--- src/rtl/seg_display_scheduler.sv ---
// seg_display_scheduler: time-multiplexes one BCD seven-segment decoder across
// NUM_DIGITS digit positions. Each digit slot is preceded by a blanking gap.
// New values arrive through a valid/ready handshake and are applied only at
// frame boundaries, so a frame never mixes old and new digits.
//
// Optional build macro: LEADING_ZERO_BLANK_EN
//   defined   - zero digits above the most-significant nonzero digit are blanked
//               (digit 0 is always shown)
//   undefined - every valid digit is shown, including leading zeros
//
// state | meaning
// ------+-----------------------------------------------------------
// BLANK | all digits off for BLANK_GAP cycles before a slot
// SHOW  | digit idx lit with its active nibble for REFRESH_DIV cycles

module seg_display_scheduler #(
  parameter int NUM_DIGITS  = 4,
  parameter int REFRESH_DIV = 1000,
  parameter int BLANK_GAP   = 2
) (
  input  logic                    clk,
  input  logic                    rst,
  input  logic                    load_valid,
  output logic                    load_ready,
  input  logic [4*NUM_DIGITS-1:0] value_bcd,
  output logic                    A,
  output logic                    B,
  output logic                    C,
  output logic                    D,
  output logic [NUM_DIGITS-1:0]   digit_en,
  output logic                    frame_done
);

  localparam int IW   = (NUM_DIGITS > 1) ? $clog2(NUM_DIGITS) : 1;
  localparam int MAXD = (REFRESH_DIV > BLANK_GAP) ? REFRESH_DIV : BLANK_GAP;
  localparam int CW   = (MAXD > 1) ? $clog2(MAXD) : 1;

  localparam logic [CW-1:0] SHOW_LAST  = CW'(REFRESH_DIV - 1);
  localparam logic [CW-1:0] BLANK_LAST = CW'((BLANK_GAP > 0) ? BLANK_GAP - 1 : 0);
  localparam logic [IW-1:0] IDX_LAST   = IW'(NUM_DIGITS - 1);

  typedef enum logic {S_BLANK, S_SHOW} state_t;

  // With no gap the scheduler never enters BLANK.
  localparam state_t SLOT_START = (BLANK_GAP > 0) ? S_BLANK : S_SHOW;

  state_t                  state, state_nxt;
  logic [CW-1:0]           cnt, cnt_nxt;
  logic [IW-1:0]           idx, idx_nxt;
  logic [4*NUM_DIGITS-1:0] active, active_nxt, shadow;
  logic                    pending;
  logic                    slot_end, boundary;
  logic [3:0]              nib;
  logic [NUM_DIGITS-1:0]   en_nxt;
  logic [IW-1:0]           msnz;
  logic                    lz_blank, show_ok;

  // Slot sequencing: decide the state, counter and digit for the next cycle.
  always_comb begin
    slot_end  = (state == S_SHOW) ? (cnt == SHOW_LAST) : (cnt == BLANK_LAST);
    boundary  = (state == S_SHOW) && slot_end && (idx == IDX_LAST);
    state_nxt = state;
    cnt_nxt   = cnt + 1'b1;
    idx_nxt   = idx;
    if (slot_end) begin
      cnt_nxt = '0;
      if (state == S_SHOW) begin
        state_nxt = SLOT_START;
        idx_nxt   = (idx == IDX_LAST) ? '0 : idx + 1'b1;
      end else begin
        state_nxt = S_SHOW;
      end
    end
    active_nxt = (boundary && pending) ? shadow : active;
  end

  // Digit decode for the next cycle, using the value that will be active then.
  always_comb begin
    nib    = 4'h0;
    en_nxt = '0;
    msnz   = '0;
    for (int i = 0; i < NUM_DIGITS; i++) begin
      if (idx_nxt == IW'(i)) begin
        nib       = active_nxt[4*i +: 4];
        en_nxt[i] = 1'b1;
      end
      if (active_nxt[4*i +: 4] != 4'h0) begin
        msnz = IW'(i);
      end
    end
`ifdef LEADING_ZERO_BLANK_EN
    lz_blank = (idx_nxt > msnz);
`else
    lz_blank = 1'b0;
`endif
    show_ok = (state_nxt == S_SHOW) && (nib <= 4'd9) && !lz_blank;
  end

  // Registered FSM state, handshake and display outputs.
  always_ff @(posedge clk) begin
    if (rst) begin
      state      <= SLOT_START;
      cnt        <= '0;
      idx        <= '0;
      active     <= '0;
      shadow     <= '0;
      pending    <= 1'b0;
      load_ready <= 1'b1;
      {A, B, C, D} <= 4'h0;
      digit_en   <= '0;
      frame_done <= 1'b0;
    end else begin
      state      <= state_nxt;
      cnt        <= cnt_nxt;
      idx        <= idx_nxt;
      active     <= active_nxt;
      frame_done <= boundary;
      {A, B, C, D} <= show_ok ? nib : 4'h0;
      digit_en   <= show_ok ? en_nxt : '0;
      if (boundary && pending) begin
        pending    <= 1'b0;
        load_ready <= 1'b1;
      end
      // A transfer on the boundary edge is only possible with pending clear,
      // so it lands in shadow and waits for the following boundary.
      if (load_valid && load_ready) begin
        shadow     <= value_bcd;
        pending    <= 1'b1;
        load_ready <= 1'b0;
      end
    end
  end

endmodule

--- config.mk ---
export PLATFORM = sky130hd
export DESIGN_NAME = seg_display_scheduler
export DESIGN_NICKNAME = d
export VERILOG_FILES = /design/src/rtl/seg_display_scheduler.sv
export SDC_FILE = /design/constraint.sdc
export NUM_CORES = 1
export LEC_CHECK = 0
export CORE_MARGIN = 1
export CORE_UTILIZATION = 50
export DETAILED_ROUTE_END_ITERATION = 7
export PLACE_DENSITY = 0.83
export SYNTH_ARGS = -nofsm -noshare
export SYNTH_HDL_FRONTEND = slang
export SYNTH_SLANG_ARGS = --single-unit
--- constraint.sdc ---
create_clock -name clk -period 3.93 [get_ports clk]
set_input_delay 0.786 -clock clk [delete_from_list [all_inputs] [get_ports clk]]
set_output_delay 0.786 -clock clk [all_outputs]
set_load 0.05 [all_outputs]
==> results of run 1 <==
[synthesized netlist by cell type (2+ instances only)]
cell type   n
nand2_1    63
dfxtp_1    56
a21oi_1    39
nor2_1     24
clkbuf_1   14
nor3_1      9
mux2i_1     8
a211oi_1    7
o21ai_0     7
a22oi_1     6
nand3_1     6
xor2_1      6
and3_1      5
mux2_2      4
xnor2_1     4
ha_1        3
inv_1       3
nand2b_1    3
o211ai_1    3
a21boi_1    2
and2_1      2
mux4_2      2
[flip-flops by register name, summed over array words and instances, names as in the netlist]
register and cells:
active 16, shadow 16, cnt 10, digit_en 4
idx 2, A 1, B 1, C 1
D 1, frame_done 1, load_ready 1, pending 1
state 1
[layout make-up]
class / count / area (µm²) / area share (%)
inverter: 3 / 11.26 / 0.3954
clock buffer: 6 / 82.58 / 2.900
multi-input combinational: 215 / 1247 / 43.81
tap: 67 / 83.83 / 2.944
clock inverter: 2 / 13.76 / 0.4833
sequential: 56 / 1121 / 39.37
timing repair buffer: 29 / 287.8 / 10.11
[per-layer routing]
metal	vias to the layer above	GRT usage [%]	routed length (µm)
li1	1038	-	-
met1	941	28.51	2386
met2	60	31.13	2167
met3	9	5.626	272
met4	0	8.279	93
met5	-	0	0
[power groups by stage]
stage,Clock [mW],Combinational (mW),Sequential [mW]
floorplan,0,0.0541,0.618
global placement,0,0.0948,0.613
detailed placement,0,0.0961,0.613
CTS,0.335,0.0967,0.600
global route,0.355,0.108,0.603
finish,0.333,0.0966,0.600
[per-stage QoR]
| stage | area, µm² | worst slack [ns] | power (mW) | util [%] | hold WS (ns) |
|---|---|---|---|---|---|
| 2_1_floorplan | 2441 | 0.9076 | 0.6724 | - | 0.4357 |
| 3_3_place_gp | 2751 | 0.6020 | 0.7080 | 58.25 | 0.4474 |
| 3_5_place_dp | 2751 | 0.4533 | 0.7092 | 58.25 | 0.4473 |
| 4_1_cts | 2848 | 0.4388 | 1.032 | 60.29 | 0.4615 |
| 5_1_grt | 2848 | 0.2106 | 1.066 | 60.29 | 0.4795 |
| 6_report | 2848 | 0.4337 | 1.029 | 60.29 | 0.4593 |
[critical path, stage by stage (launching register included)]
cell	delay [ns]
dfxtp_1	0.37
or4_4	0.56
o22ai_2	0.21
nand2_1	0.08
nor2_1	0.14
ha_1	0.22
nand3_2	0.39
nor3_1	0.29
a21oi_1	0.11
mux2_2	0.30
mux4_2	0.48
a221oi_1	0.27
[final timing paths]
check	startpoint	slack (ns)	depth (start not counted)	end
setup / recovery	cnt[2]$_SDFF_PP0_	0.43	11	D$_SDFF_PP0_
hold reg to reg	shadow[4]$_SDFFE_PP0P_	0.46	2	shadow[4]$_SDFFE_PP0P_
setup reg to reg	cnt[2]$_SDFF_PP0_	0.43	11	D$_SDFF_PP0_
hold / removal	shadow[4]$_SDFFE_PP0P_	0.46	2	shadow[4]$_SDFFE_PP0P_
[cells by family (layout without fill, tap and decap cells)]
family,count (synthesis),in the layout,share of synthesized area [%]
and+or+nand+nor,119,119,21.89
AOI/OAI and AO/OA,69,69,17.12
DFF,56,56,45.93
buffers and inverters,19,40,2.972
muxes,14,14,6.971
xor gates and xnor gates,10,10,3.588
adders and majority gates,3,3,1.538
==> results_dict.tcl, run 1 <==
set metrics [dict create \
    setup_viol 0 \
    synthCells 290 \
    synthTopCellsByArea "dfxtp_1 46%, nand2_1 9.7%, a21oi_1 8.0%, nor2_1 3.7%, mux2i_1 3.3%" \
    synthesis.nets 312 \
    die_h_um 71.87 \
    period_needed_ns 3.496 \
    start_util_pct 51.68 \
    relSlewSlack_pct 49.46 \
    layout_commonest_cell "nand2_1" \
    min_path_type "reg -> reg" \
    ys_seq_area_share_pct 45.93 \
    worst_ep_required_time_ns 4.16 \
    finalNetCount 332 \
    netSwitchingFraction_pct 25.06 \
    leakagePower_nw 1.054 \
    dr.pass1.iters 4 \
    drc_errors 0 \
    startpoint_type "register" \
    synthDistinctLibCells 36 \
    dp_cells 370 \
    viasPerCell 5.418 \
    antenna_found_initial 0 \
    cts_buffer_depth 2 \
    cts_sinks 56 \
    finalWeightedCongestion 0.9622 \
    p_comb_share_pct 9.4 \
    gr-total-overflow 0 \
    ys_ff_latch 56 \
    port_buffers 28 \
    synthToLayoutAreaGrowth_pct 16.66 \
    clock_tree.root_cell "clkbuf_8" \
    design.core.area_um2 4723 \
    rsz0062_at_grt "false" \
    cap_violations 0 \
    dieArea_um2 5165 \
    cts_resized 0 \
    endpoint_kind "register" \
    p_switching_mw 0.2580 \
    fin_cells 378 \
    clkPwrFrac_pct 32.3 \
    grt_max_degree 23 \
    syn-cell-area_um2 2441 \
    synth_top_area_share_pct 45.93 \
    layout_common_cells "63 x nand2_1, 56 x dfxtp_1, 39 x a21oi_1" \
    fmax_mhz 286.0 \
    drt_iter0_drc 197 \
    synth_top_cell_by_area "dfxtp_1" \
    ctsHoldBuffers 0 \
    outcome "finished clean" \
    synth-main-ff-cell "dfxtp_1" \
    skew_ns 0.007664 \
    finalCritPeriodShare_pct 88.96 \
    rows 25 \
    yosysWarnings 0 \
    crit_arrival_ns 3.73 \
    synth-edff-count 0 \
    die_w_um 71.87 \
    grt_usage_pct 20.78 \
    ir_worst_vdd_mv 0.2179 \
    worst_pin_slew_ns 0.7557 \
    powerDensity_nw_per_um2 361.5 \
    syn_avg_cell_area_um2 8.418 \
    dpl.hpwl_mm 3.521 \
    ant_nets 0 \
    htree_levels 2 \
    async_reset_ff_share_pct 0 \
    hold_violations 0 \
    wire_per_inst_um 13.01 \
    cts.clk_slew.worst_paths_ns 0.10 \
    ios 29 \
    cts_setup_buffers 0 \
    setup-tns-final_ns 0 \
    cts_tree "done" \
    n_antenna_cell 0 \
    num_vias 2048 \
    fillerInstances 414 \
    worstPathMaxFanout 22 \
    routed_wl_mm 4.919 \
    pwr-share-seq_pct 58.3 \
    numCtsBuffers 5 \
    crit_type "reg -> reg" \
    grt_pass1_vias 1823 \
    p_int_mw 0.7714 \
    clk_latency_ns 0.32 \
    drive_gt1_share_pct 7.074 \
    maxSlewViolCount 0 \
    grt_pass1_wl_mm 8.300 \
]
Power figures use the tool's default switching activity.
==> inputs of run 2 (changes only) <==
- SETUP_SLACK_MARGIN: unset -> 0.05
- SLEW_MARGIN: unset -> 25
==> results of run 2 <==
Final layout, timing and power as in run 1 (identical DEF).
==> inputs of run 3 (changes only) <==
- ABC_CLOCK_PERIOD_IN_PS: unset -> 3930
- SETUP_SLACK_MARGIN: 0.05 -> unset
==> results of run 3 <==
Final layout, timing and power as in run 1 (identical DEF).
